`config.mk`:
```
export PLATFORM = sky130hd
export DESIGN_NAME = time_set_ctrl
export DESIGN_NICKNAME = d
export VERILOG_FILES = /design/src/rtl/time_set_ctrl.sv
export SDC_FILE = /design/constraint.sdc
export NUM_CORES = 1
export LEC_CHECK = 0
export CAP_MARGIN = 20
export CORE_ASPECT_RATIO = 0.5
export CORE_MARGIN = 4
export CORE_UTILIZATION = 46
export CTS_BUF_LIST = sky130_fd_sc_hd__clkbuf_4 sky130_fd_sc_hd__clkbuf_8 sky130_fd_sc_hd__clkbuf_16
export CTS_CLUSTER_SIZE = 20
export DETAILED_ROUTE_END_ITERATION = 7
export PLACE_DENSITY = 0.76
export REMOVE_ABC_BUFFERS = 1
export SYNTH_ARGS = -nofsm -noshare
export SYNTH_HDL_FRONTEND = slang
export SYNTH_SLANG_ARGS = --single-unit
export TNS_END_PERCENT = 50
```
`constraint.sdc`:
```
create_clock -name clk -period 2.1 [get_ports clk]
set_input_delay 0.315 -clock clk [delete_from_list [all_inputs] [get_ports clk]]
set_output_delay 0.315 -clock clk [all_outputs]
set_load 0.02 [all_outputs]
```
`src/rtl/time_set_ctrl.sv`:
```
// Time-setting controller: walks the user through the four time digits using debounced
// buttons, edits a shadow copy with per-digit wrap, and commits all digits in one cycle.
module time_set_ctrl #(
  parameter int unsigned BLINK_CYCLES = 500
) (
  input  logic       clk,
  input  logic       resetn,
  input  logic       btn_mode,
  input  logic       btn_up,
  input  logic       btn_cancel,
  input  logic [3:0] cur_hr_t,
  input  logic [3:0] cur_hr_u,
  input  logic [3:0] cur_min_t,
  input  logic [3:0] cur_min_u,
  output logic       set_hr_t,
  output logic       set_hr_u,
  output logic       set_min_t,
  output logic       set_min_u,
  output logic [3:0] new_hr_t,
  output logic [3:0] new_hr_u,
  output logic [3:0] new_min_t,
  output logic [3:0] new_min_u,
  output logic       time_hold,
  output logic [1:0] edit_sel,
  output logic       blink
);

  localparam int unsigned CntW = (BLINK_CYCLES > 2) ? $clog2(BLINK_CYCLES) : 1;

  typedef enum logic [2:0] {
    StIdle,
    StEHrt,
    StEHru,
    StEMint,
    StEMinu,
    StCommit
  } state_e;

  state_e state_q, state_d;

  logic [3:0] hr_t_q, hr_t_d, hr_u_q, hr_u_d, min_t_q, min_t_d, min_u_q, min_u_d;
  logic       mode_prev_q, up_prev_q, cancel_prev_q;
  logic       armed_q;
  logic       mode_edge, up_edge, cancel_edge;
  logic       set_q;
  logic       time_hold_q;
  logic [1:0] edit_sel_q, edit_sel_d;
  logic       blink_q;
  logic [CntW-1:0] cnt_q;
  logic       cnt_clear;

  function automatic logic [3:0] wrap_inc(input logic [3:0] v, input logic [3:0] lim);
    return (v >= lim) ? 4'd0 : v + 4'd1;
  endfunction

  // Edges are suppressed on the first clock after reset so a button held through
  // reset release never acts.
  assign mode_edge   = armed_q & btn_mode & ~mode_prev_q;
  assign up_edge     = armed_q & btn_up & ~up_prev_q;
  assign cancel_edge = armed_q & btn_cancel & ~cancel_prev_q;

  always_comb begin
    state_d = state_q;
    hr_t_d  = hr_t_q;
    hr_u_d  = hr_u_q;
    min_t_d = min_t_q;
    min_u_d = min_u_q;
    unique case (state_q)
      StIdle: begin
        if (mode_edge) begin
          state_d = StEHrt;
          hr_t_d  = cur_hr_t;
          hr_u_d  = cur_hr_u;
          min_t_d = cur_min_t;
          min_u_d = cur_min_u;
        end
      end
      StEHrt: begin
        if (cancel_edge) begin
          state_d = StIdle;
        end else if (mode_edge) begin
          state_d = StEHru;
        end else if (up_edge) begin
          hr_t_d = wrap_inc(hr_t_q, 4'd2);
          // Stepping into the 20s must not leave an illegal hour like 24..29.
          if (hr_t_q == 4'd1 && hr_u_q > 4'd3) hr_u_d = 4'd0;
        end
      end
      StEHru: begin
        if (cancel_edge) begin
          state_d = StIdle;
        end else if (mode_edge) begin
          state_d = StEMint;
        end else if (up_edge) begin
          hr_u_d = wrap_inc(hr_u_q, (hr_t_q == 4'd2) ? 4'd3 : 4'd9);
        end
      end
      StEMint: begin
        if (cancel_edge) begin
          state_d = StIdle;
        end else if (mode_edge) begin
          state_d = StEMinu;
        end else if (up_edge) begin
          min_t_d = wrap_inc(min_t_q, 4'd5);
        end
      end
      StEMinu: begin
        if (cancel_edge) begin
          state_d = StIdle;
        end else if (mode_edge) begin
          state_d = StCommit;
        end else if (up_edge) begin
          min_u_d = wrap_inc(min_u_q, 4'd9);
        end
      end
      StCommit: state_d = StIdle;
      default:  state_d = StIdle;
    endcase
  end

  always_comb begin
    edit_sel_d = edit_sel_q;
    unique case (state_d)
      StEHrt:  edit_sel_d = 2'd0;
      StEHru:  edit_sel_d = 2'd1;
      StEMint: edit_sel_d = 2'd2;
      StEMinu: edit_sel_d = 2'd3;
      default: edit_sel_d = edit_sel_q;
    endcase
  end

  // Blink phase restarts whenever the edited digit changes or editing stops.
  assign cnt_clear = (state_d != state_q) ||
                     !(state_q inside {StEHrt, StEHru, StEMint, StEMinu});

  always_ff @(posedge clk or negedge resetn) begin
    if (!resetn) begin
      state_q       <= StIdle;
      hr_t_q        <= '0;
      hr_u_q        <= '0;
      min_t_q       <= '0;
      min_u_q       <= '0;
      mode_prev_q   <= 1'b0;
      up_prev_q     <= 1'b0;
      cancel_prev_q <= 1'b0;
      armed_q       <= 1'b0;
      set_q         <= 1'b0;
      time_hold_q   <= 1'b0;
      edit_sel_q    <= 2'd0;
      blink_q       <= 1'b0;
      cnt_q         <= '0;
    end else begin
      state_q       <= state_d;
      hr_t_q        <= hr_t_d;
      hr_u_q        <= hr_u_d;
      min_t_q       <= min_t_d;
      min_u_q       <= min_u_d;
      mode_prev_q   <= btn_mode;
      up_prev_q     <= btn_up;
      cancel_prev_q <= btn_cancel;
      armed_q       <= 1'b1;
      set_q         <= (state_d == StCommit);
      time_hold_q   <= (state_d != StIdle);
      edit_sel_q    <= edit_sel_d;
      if (cnt_clear) begin
        cnt_q   <= '0;
        blink_q <= 1'b0;
      end else if (cnt_q == CntW'(BLINK_CYCLES - 1)) begin
        cnt_q   <= '0;
        blink_q <= ~blink_q;
      end else begin
        cnt_q <= cnt_q + CntW'(1);
      end
    end
  end

  assign set_hr_t  = set_q;
  assign set_hr_u  = set_q;
  assign set_min_t = set_q;
  assign set_min_u = set_q;
  assign new_hr_t  = hr_t_q;
  assign new_hr_u  = hr_u_q;
  assign new_min_t = min_t_q;
  assign new_min_u = min_u_q;
  assign time_hold = time_hold_q;
  assign edit_sel  = edit_sel_q;
  assign blink     = blink_q;

endmodule
```
==> results of run 1 <==
## worst min-delay path by stage
stage	start	endpoint	slack, ps	cells after the start
after floorplan	resetn	armed_q	20	0
after global placement	resetn	cnt_q[5]	450	1
after detailed placement	cnt_q[0]	cnt_q[0]	450	1
after CTS	resetn	cnt_q[5]	140	1
after global routing	resetn	cnt_q[5]	180	1
final	resetn	cnt_q[6]	110	1
## cells by family (layout without fill, tap and decap cells)
| family | count (synthesis) | after routing | synth area share [%] |
|---|---|---|---|
| and+or+nand+nor | 83 | 83 | 21.75 |
| adders and majority gates | 13 | 13 | 7.382 |
| xor gates and xnor gates | 10 | 10 | 3.975 |
| DFF | 37 | 37 | 42.02 |
| other | 1 | 1 | 0.1702 |
| AOI/OAI and AO/OA | 52 | 52 | 16.30 |
| buffers and inverters | 23 | 84 | 5.394 |
| muxes | 6 | 6 | 3.009 |
## layout make-up
cell class / count / area, um2 / share of cell area (%)
well taps: 66 / 82.58 / 2.780
flip-flops and latches: 37 / 925.9 / 31.17
multi-input cells: 165 / 1221 / 41.11
clock inverters: 3 / 46.29 / 1.559
repair buffers: 61 / 566.8 / 19.08
clock buffers: 5 / 68.82 / 2.317
inverters: 15 / 58.81 / 1.980
## flip-flops by register name, summed over array words and instances, names as in the netlist
register and flops:
time_hold 1, new_hr_t 4, armed_q 1, state_q 3, mode_prev_q 1, edit_sel 2
cancel_prev_q 1, blink 1, up_prev_q 1, cnt_q 9, new_min_t 4, new_min_u 4
new_hr_u 4, set_hr_t 1
## critical path: stages, from the launching register on
cell and delay [ps]:
dfrtp_1 390, inv_1 60, ha_2 180, nand2_2 70, ha_4 210, a211o_1 250, a2111o_1 470, nor3b_2 230
a21oi_1 60, o21ai_1 110
## per-stage QoR
step	utilization [%]	hold WS [ps]	cell area, um2
after floorplan	-	19.41	2141
after global placement	61.13	445.8	2756
after detailed placement	61.13	450.6	2756
after CTS	63.68	139.2	2872
after global routing	65.87	175.4	2970
final	65.87	108.8	2970
## synthesized netlist by cell type (4+ instances only)
cell      instances  share of area (%)
nand3b_1          4                1.4
nor2_1           21                3.6
nand3_1           5                1.1
nor3_1            5                1.1
xnor2_1           7                2.8
dfrtp_1          37                 42
ha_1             13                7.4
nand2_1          17                2.9
o21ai_0          10                2.3
buf_4             4                1.4
inv_1            15                2.6
a21oi_1          11                2.5
and3_1            5                1.4
## per-layer routing
metal	global-route usage, %	up-vias	wire length, um
li1	-	913	-
met1	22.17	916	2226
met2	28.44	55	2434
met3	3.955	13	250
met4	6.642	0	87
met5	0	-	0
## power by group through the flow
stage | Combinational [mW] | Sequential [mW] | Clock (mW)
4_1_cts | 1.50 | 1.13 | 0.642
2_1_floorplan | 0.599 | 1.34 | 0
3_5_place_dp | 1.49 | 1.14 | 0
5_1_grt | 1.77 | 1.18 | 0.681
3_3_place_gp | 1.45 | 1.13 | 0
6_report | 1.64 | 1.15 | 0.627
## what timing repair did
| item | in CTS | in global routing |
|---|---|---|
| buffers inserted | 0 | 4 |
| gates resized for setup | 0 | 16 |
| pin swaps | 1 | 4 |
| setup endpoints to repair | 2 | 4 |
==> metrics.md, run 1 <==
| Metric | Value |
|---|---|
| Outcome | complete, no violations |
| Largest net degree at the start of global routing | 38 |
| Die Y | between 50 and 60 um |
| Number of vias per cell | ~5.4 |
| FILL cells | between 300 and 400 |
| Synth-to-Final Area Change | 34.81% |
| Gr ovfl total | 0 |
| Final hold vios | 0 |
| Clk_lat worst skew | around 290 ps |
| Via count | 1897 |
| Cts hold-fix bufs | 0 |
| P_leak | around 1.3 nW |
| DIE WIDTH | ~110 um |
| Sink Count | 37 |
| First-pass GRT wire length | 8349 um |
| Max IR drop VDD | just under 700 uV |
| 1st-iter DRT viols | roughly 120 |
| CP startpoint | new_hr_t[0] |
| Post-Route WL | 4999 um |
| Die ar. | 0.006029 mm2 |
| Final setup viols | 0 |
| Final setup TNS | 0 ps |
| Actual slew at the worst max-slew pin | approximately 820 ps |
| Most frequent cells in the layout | 43 x clkdlybuf4s50_1, 37 x dfrtp_1, 21 x nor2_1 |
| GPL Wtd Cong | approximately 0.84 |
| Slew Viols, Final | 0 |
| Max-cap violation count | 0 |
| Overall Power | 3.409 mW |
| Final HPWL DP | roughly 3600 um |
| CTS buffer count | 5 |
| Power per standard cell area | 1148 mW/mm2 |
| H-tree levels | 2 |
| Root Buffer | clkbuf_8 |
| Final Skew | 5.633 ps |
| FF+latch count, synth | 37 |
| FF-to-FF End | new_hr_u[2] |
| Ys flop type | dfrtp_1 |
| Post-route clock period utilization | around 99% |
| Async set or reset register ratio after synthesis | 100.0% |
| Post-route ant nets | 0 |
| CTS tree | built |
| EDFF count, synth | 0 |
| Yosys warns | 0 |
| Setup ws final | approximately 11 ps |
| Avg Cell Area, Syn | about 9.8 um2 |
| Top Ports | 45 |
| Vias in the first global route | 1813 |
| Switching part of the total | about two fifths |
| Relative slew slack | between 40% and 50% |
| Period minus WS final | about 2100 ps |
| Crit start category | flop |
| Clk buf depth | 2 |
| Reg2reg setup slack | about 11 ps |
| RSZ-0062 raised after global routing | true |
| Synthesized area | between 0.002 and 0.0025 mm2 |
| Site Rows | 17 |
| WL/cell | 14.20 um |
| Post-synth cell types | between 60 and 70 |
| Instance count of the mapped netlist | 225 |
| Crit path DAT | ~2300 ps |
| Drt pass-1 iters | 4 |
| Commonest non-fill, non-tap cell in the layout | clkdlybuf4s50_1 |
| Initial antenna violation count | 0 |
| Launching point of the worst reg2reg path | new_hr_t[0] |
| Crit end category | flop |
| Placed Instances | 340 |
| Port-buffer cells | 44 |
| Area of the core | ~0.0045 mm2 |
| Internal power | ~2.1 mW |
| Comb pwr share | a little under half |
| Placement Setup Slack | -26.41 ps |
| Max FO, Critical Path | 6 |
| Total GRT Usage | between 10% and 20% |
| Share of layout cells above drive strength 1 | about a fifth |
| Initial core utilization | about half |
| Reg2reg path depth | 9 |
| Clock network power share | between 10% and 20% |
| Nets | between 300 and 400 |
| Sequential share of the synthesized area | 42.02% |
| Post-Layout Cell Count | approximately 350 |
| Hold Path Class | input pin to asynchronous set/reset pin |
| Sw Pwr | 1.319 mW |
| Required @ worst endpoint | about 2300 ps |
| Reg clk slew, reported paths | around 80 ps |
| Number of remaining DRC errors | 0 |
| Achievable Freq | around 480 MHz |
| Flop pwr share | between 30% and 40% |
| WS Path Type | flop to flop |
| Crit path to | new_hr_u[2] |
| Ant. Diodes | 0 |
(Power assumes the default switching activity.)
==> run 2, diff against run 1 <==
--- a/config.mk
+++ b/config.mk
@@ -6,12 +6,13 @@
 export NUM_CORES = 1
 export LEC_CHECK = 0
 export CAP_MARGIN = 20
-export CORE_ASPECT_RATIO = 0.5
 export CORE_MARGIN = 4
 export CORE_UTILIZATION = 46
 export CTS_BUF_LIST = sky130_fd_sc_hd__clkbuf_4 sky130_fd_sc_hd__clkbuf_8 sky130_fd_sc_hd__clkbuf_16
+export CTS_CLUSTER_DIAMETER = 40
 export CTS_CLUSTER_SIZE = 20
 export DETAILED_ROUTE_END_ITERATION = 7
+export GPL_ROUTABILITY_DRIVEN = 0
 export PLACE_DENSITY = 0.76
 export REMOVE_ABC_BUFFERS = 1
 export SYNTH_ARGS = -nofsm -noshare
==> metrics.md, run 2 (same netlist as run 1, synthesis figures left out) <==
| Metric | Value |
|---|---|
| Outcome | finished, violations left |
| Failing checks | negative setup slack |
| Clk_lat worst skew | 300 ps |
| Achievable Freq | ~470 MHz |
| Sink Count | 37 |
| Max FO, Critical Path | 6 |
| Total GRT Usage | between 10% and 20% |
| Period minus WS final | ~2100 ps |
| Crit end category | flop |
| Final hold vios | 0 |
| CP startpoint | new_hr_t[0] |
| Max Used Layer | met4 |
| Final Util | 64.50% |
| Root Buffer | clkbuf_8 |
| Hold Path Class | input pin to asynchronous set/reset pin |
| Nets | about 320 |
| Ant. Diodes | 0 |
| Wire length on met1 | 2197 um |
| Die ar. | roughly 0.0060 mm2 |
| Die Y | ~77 um |
| Crit start category | flop |
| Port-buffer cells | 44 |
| Slowest CP cell | a2111o_1 |
| Flop pwr share | 34.1% |
| Final instance area | 0.002905 mm2 |
| Final Skew | 5.336 ps |
| Share of layout cells above drive strength 1 | between 15 and 20% |
| Largest net degree at the start of global routing | 38 |
| Worst path max stage delay | approximately 500 ps |
| FF+latch area | 925.9 um2 |
| Max IR drop VDD | roughly 730 uV |
| First-pass GRT wire length | around 7700 um |
| Post-route clock period utilization | 101.2% |
| Placement Setup Slack | -55.22 ps |
| Sw Pwr | approximately 1.2 mW |
| Internal power | about 2.1 mW |
| Hold slack | 95.19 ps |
| CTS buffer count | 5 |
| Initial core utilization | between 40% and 50% |
| Reg clk slew, reported paths | ~70 ps |
| Routed wl met3 | 219 um |
| Clock network power share | a little over a fifth |
| Actual slew at the worst max-slew pin | 776.3 ps |
| FILL cells | roughly 370 |
| WS Path Type | flop to flop |
| WL/cell | between 10 and 15 um |
| P_leak | 1.297 nW |
| Number of remaining DRC errors | 0 |
| Setup ws final | -25.83 ps |
| CTS tree | built |
| Number of flip-flops in the largest register | 9 |
| Gr ovfl total | 0 |
| Initial antenna violation count | 0 |
| Post-Route WL | about 4500 um |
| Top Ports | between 40 and 50 |
| Cts hold-fix bufs | 0 |
| Commonest non-fill, non-tap cell in the layout | clkdlybuf4s50_1 |
| Post-Place Cell Area | approximately 0.0027 mm2 |
| RSZ-0062 raised after global routing | true |
| Power per standard cell area | roughly 1200 mW/mm2 |
| DIE WIDTH | around 77 um |
| Most frequent cells in the layout | 43 x clkdlybuf4s50_1, 37 x dfrtp_1, 21 x nor2_1 |
| Launching point of the worst reg2reg path | new_hr_t[0] |
| Clk buf depth | 2 |
| Relative slew slack | about half |
| Largest reg by FF count | cnt_q |
| Drt pass-1 iters | 4 |
| Routed wl met2 | 2060 um |
| Number of vias per cell | around 5.3 |
| Critical path, cell by cell | inv_1 -> ha_2 -> nand2_2 -> ha_4 -> a211o_1 -> a2111o_1 -> o21ai_0 -> mux2_1 |
| Slew Viols, Final | 0 |
| Required @ worst endpoint | 2340 ps |
| Synth-to-Final Area Change | 31.86% |
| Switching part of the total | 36.52% |
| Site Rows | 24 |
| Crit path DAT | around 2400 ps |
| Vias in the first global route | 1686 |
| Max-cap violation count | 0 |
| Area occupied by multi-input gates | between 0.001 and 0.0015 mm2 |
| Via count | between 1500 and 2000 |
| Post-route ant nets | 0 |
| Final setup viols | 2 |
| 1st-iter DRT viols | 65 |
| H-tree levels | 2 |
| Final HPWL DP | about 3500 um |
| Area of the core | 0.004504 mm2 |
| Comb pwr share | between 40% and 50% |
-- run 2: cell types whose count changed in the layout (fill, tap and decap cells not counted), sizes merged --
cell and delta:
buf -4, bufinv +1, clkinvlp -1
-- run 2: power by group through the flow --
stage	sequential [mW]	clock (mW)	combinational, mW
2_1_floorplan	1.34	0	0.599
3_3_place_gp	1.15	0	1.43
3_5_place_dp	1.15	0	1.46
4_1_cts	1.14	0.738	1.47
5_1_grt	1.18	0.775	1.66
6_report	1.15	0.723	1.50
-- run 2: critical path: cells and delay by family (launching register included) --
kind                     cells  cell delay [ps]
AO/OA/AOI/OAI                3             1010
adder cells (fa/ha/maj)      2              390
flip-flops                   1              380
multiplexers                 1              170
AND/OR/NAND/NOR              1               70
buffers and inverters        1               60
-- run 2: final timing paths --
check | endpoint | slack [ps] | cells after the start
worst max-delay path | new_hr_u[1] | -30 | 8
worst max register to register | new_hr_u[1] | -30 | 8
max in group asynchronous | new_min_u[2] | 1510 | 1
worst min register to register | cnt_q[0] | 470 | 1
worst min-delay path | new_hr_t[3] | 100 | 1
min in group clk | cnt_q[0] | 470 | 1
-- run 2: layer usage --
metal	vias up	global-route usage [%]
li1	903	-
met1	812	22.01
met2	36	24.09
met3	5	5.386
met4	0	4.093
met5	-	0
-- run 2: per-stage QoR --
step	cells	setup TNS [ps]	total power, mW
final	334	-32.56	3.364
after global routing	334	-418.5	3.616
after CTS	333	-9.873	3.343
after detailed placement	325	-151.2	2.610
after global placement	325	0	2.573
after floorplan	217	-164.4	1.934
-- run 2: area by class of cell --
type                            count  share of cell area (%)
Clock buffer                        5                   2.369
Inverter                           15                   1.938
Tap cell                           52                   2.239
Timing Repair Buffer               57                   18.35
Sequential cell                    37                   31.87
Multi-Input combinational cell    165                   41.00
Clock inverter                      3                   2.239
-- run 2: what timing repair did --
action                                  in CTS  in global routing
endpoints found under the setup margin       4                  4
gates resized for setup                      0                  6
buffers inserted                             0                  1
pin swaps                                    1                  4
==> run 3, diff against run 2 <==
--- a/config.mk
+++ b/config.mk
@@ -7,13 +7,14 @@
 export LEC_CHECK = 0
 export CAP_MARGIN = 20
 export CORE_MARGIN = 4
-export CORE_UTILIZATION = 46
+export CORE_UTILIZATION = 55
 export CTS_BUF_LIST = sky130_fd_sc_hd__clkbuf_4 sky130_fd_sc_hd__clkbuf_8 sky130_fd_sc_hd__clkbuf_16
 export CTS_CLUSTER_DIAMETER = 40
-export CTS_CLUSTER_SIZE = 20
+export CTS_CLUSTER_SIZE = 16
 export DETAILED_ROUTE_END_ITERATION = 7
+export DONT_BUFFER_PORTS = 1
 export GPL_ROUTABILITY_DRIVEN = 0
-export PLACE_DENSITY = 0.76
+export PLACE_DENSITY = 0.73
 export REMOVE_ABC_BUFFERS = 1
 export SYNTH_ARGS = -nofsm -noshare
 export SYNTH_HDL_FRONTEND = slang
==> metrics.md, run 3 (same netlist as run 1, synthesis figures left out) <==
| Metric | Value |
|---|---|
| First-pass GRT wire length | 7458 um |
| RSZ-0062 raised after global routing | true |
| Period minus WS final | between 2000 and 2500 ps |
| Drt pass-1 iters | 4 |
| Max FO, Critical Path | 6 |
| Area of the core | 0.003771 mm2 |
| Total GRT Usage | roughly 18% |
| Vias in the first global route | between 1500 and 2000 |
| Crit end category | flop |
| Sw Pwr | between 1 and 1.5 mW |
| WS Path Type | flop to flop |
| Post-Layout Cell Count | 285 |
| Max-cap violation count | 0 |
| Critical path, cell by cell | inv_1 -> ha_2 -> nand2_2 -> ha_4 -> a211o_1 -> a2111o_1 -> nor3b_2 -> a21oi_1 -> o21ai_1 |
| Clk_lat worst skew | 280 ps |
| Reg clk slew, reported paths | around 70 ps |
| P_leak | approximately 1.1 nW |
| FILL cells | 318 |
| Crit start category | flop |
| Initial core utilization | about three fifths |
| Top Ports | 45 |
| Die ar. | 0.005083 mm2 |
| Nets | approximately 270 |
| Flop pwr share | between 40% and 50% |
| Final hold vios | 0 |
| Post-route ant nets | 0 |
| Number of remaining DRC errors | 0 |
| Achievable Freq | 476.9 MHz |
| Placement Setup Slack | -54.63 ps |
| 1st-iter DRT viols | 80 |
| Hold slack | about 62 ps |
| Site Rows | 22 |
| Relative slew slack | between 50% and 60% |
| Comb pwr share | between 30% and 40% |
| Hold Path Class | input pin to flop |
| CP delay by family, top | compound AO/OA/AOI/OAI gates |
| Worst path max stage delay | around 520 ps |
| Root Buffer | clkbuf_8 |
| Most frequent cells in the layout | 37 x dfrtp_1, 21 x nor2_1, 16 x nand2_1 |
| Final Skew | approximately 4.6 ps |
| Placed Instances | around 280 |
| Initial antenna violation count | 0 |
| Largest reg by FF count | cnt_q |
| Largest net degree at the start of global routing | 38 |
| Final HPWL DP | ~3100 um |
| CTS buffer count | 5 |
| Number of flip-flops in the largest register | 9 |
| Outcome | complete, no violations |
| Clk buf depth | 2 |
| Buf/Inv on CP | 1 |
| Crit path DAT | roughly 2300 ps |
| Slew Viols, Final | 0 |
| Switching part of the total | 41.12% |
| H-tree levels | 2 |
| WL/cell | between 10 and 15 um |
| Final Util | between 60% and 70% |
| Ant. Diodes | 0 |
| Slowest CP cell | a2111o_1 |
| Share of layout cells above drive strength 1 | roughly 17% |
| Max IR drop VDD | between 600 and 700 uV |
| Post-Route WL | approximately 4200 um |
| DIE WIDTH | roughly 71 um |
| Setup ws final | between 3 and 4 ps |
| Clock network power share | approximately 18% |
| Final setup viols | 0 |
| Port-buffer cells | 0 |
| Via count | 1651 |
| Sink Count | 37 |
| Power per standard cell area | around 1100 mW/mm2 |
| Internal power | between 1.5 and 2 mW |
| CTS tree | built |
| Commonest non-fill, non-tap cell in the layout | dfrtp_1 |
| Actual slew at the worst max-slew pin | approximately 730 ps |
| Synth-to-Final Area Change | 10.33% |
| Number of vias per cell | approximately 5.8 |
| Required @ worst endpoint | roughly 2300 ps |
| Post-route clock period utilization | around 100% |
| Die Y | 71.30 um |
| Gr ovfl total | 0 |
run 3: stage by stage:
stage                     power, mW  cell area, um2  setup TNS, ps
after floorplan               1.934            2141         -164.4
after global placement        2.232            2283              0
after detailed placement      2.269            2283         -99.85
after CTS                     2.795            2404         -24.28
after global routing          3.050            2431         -441.9
final                         2.796            2431              0
run 3: timing repair:
item,in CTS,in global routing
hold buffers,2,0
setup buffers,0,0
endpoints found under the setup margin,2,4
gates resized for setup,0,5
pin swaps,2,3
hold endpoints to repair,37,0
cloned,0,0
run 3: per-layer routing:
layer / track usage, % / share of wire, % / vias up
met2: 28.37 / 48 / 28
met5: 0 / 0 / -
met1: 24.10 / 46 / 792
met3: 6.872 / 5.5 / 6
li1: - / - / 825
met4: 3.132 / 0.98 / 0
run 3: final cells by class:
class | count | area (um2) | share of cell area (%)
Multi-Input combinational cell | 165 | 1186 | 48.79
Timing Repair Buffer | 13 | 112.6 | 4.632
Inverter | 15 | 56.30 | 2.316
Sequential cell | 37 | 925.9 | 38.09
Clock buffer | 7 | 90.09 | 3.706
Tap cell | 48 | 60.06 | 2.470
run 3: worst register-to-register path, delay by kind of cell, from the launching register on:
family,cells,cell delay (ps)
simple gates,2,260
buf+inv,1,60
flops,1,370
fa+ha+maj,2,380
compound gates,4,960
run 3: power by group through the flow:
stage / registers [mW] / logic, mW / clock network (mW)
finish: 1.27 / 1.03 / 0.498
CTS: 1.26 / 1.02 / 0.513
global route: 1.30 / 1.19 / 0.557
detailed placement: 1.27 / 0.994 / 0
global placement: 1.26 / 0.967 / 0
floorplan: 1.34 / 0.599 / 0
run 3: worst paths after layout:
path	end	cells after the start	from	slack (ps)
setup / recovery	new_hr_u[2]	9	new_hr_t[0]	3
hold / removal	up_prev_q	0	btn_up	60
setup reg to reg	new_hr_u[2]	9	new_hr_t[0]	3
hold reg to reg	cnt_q[0]	1	cnt_q[0]	470
max in group asynchronous	blink	2	resetn	1430
min in group asynchronous	new_hr_t[2]	2	resetn	480
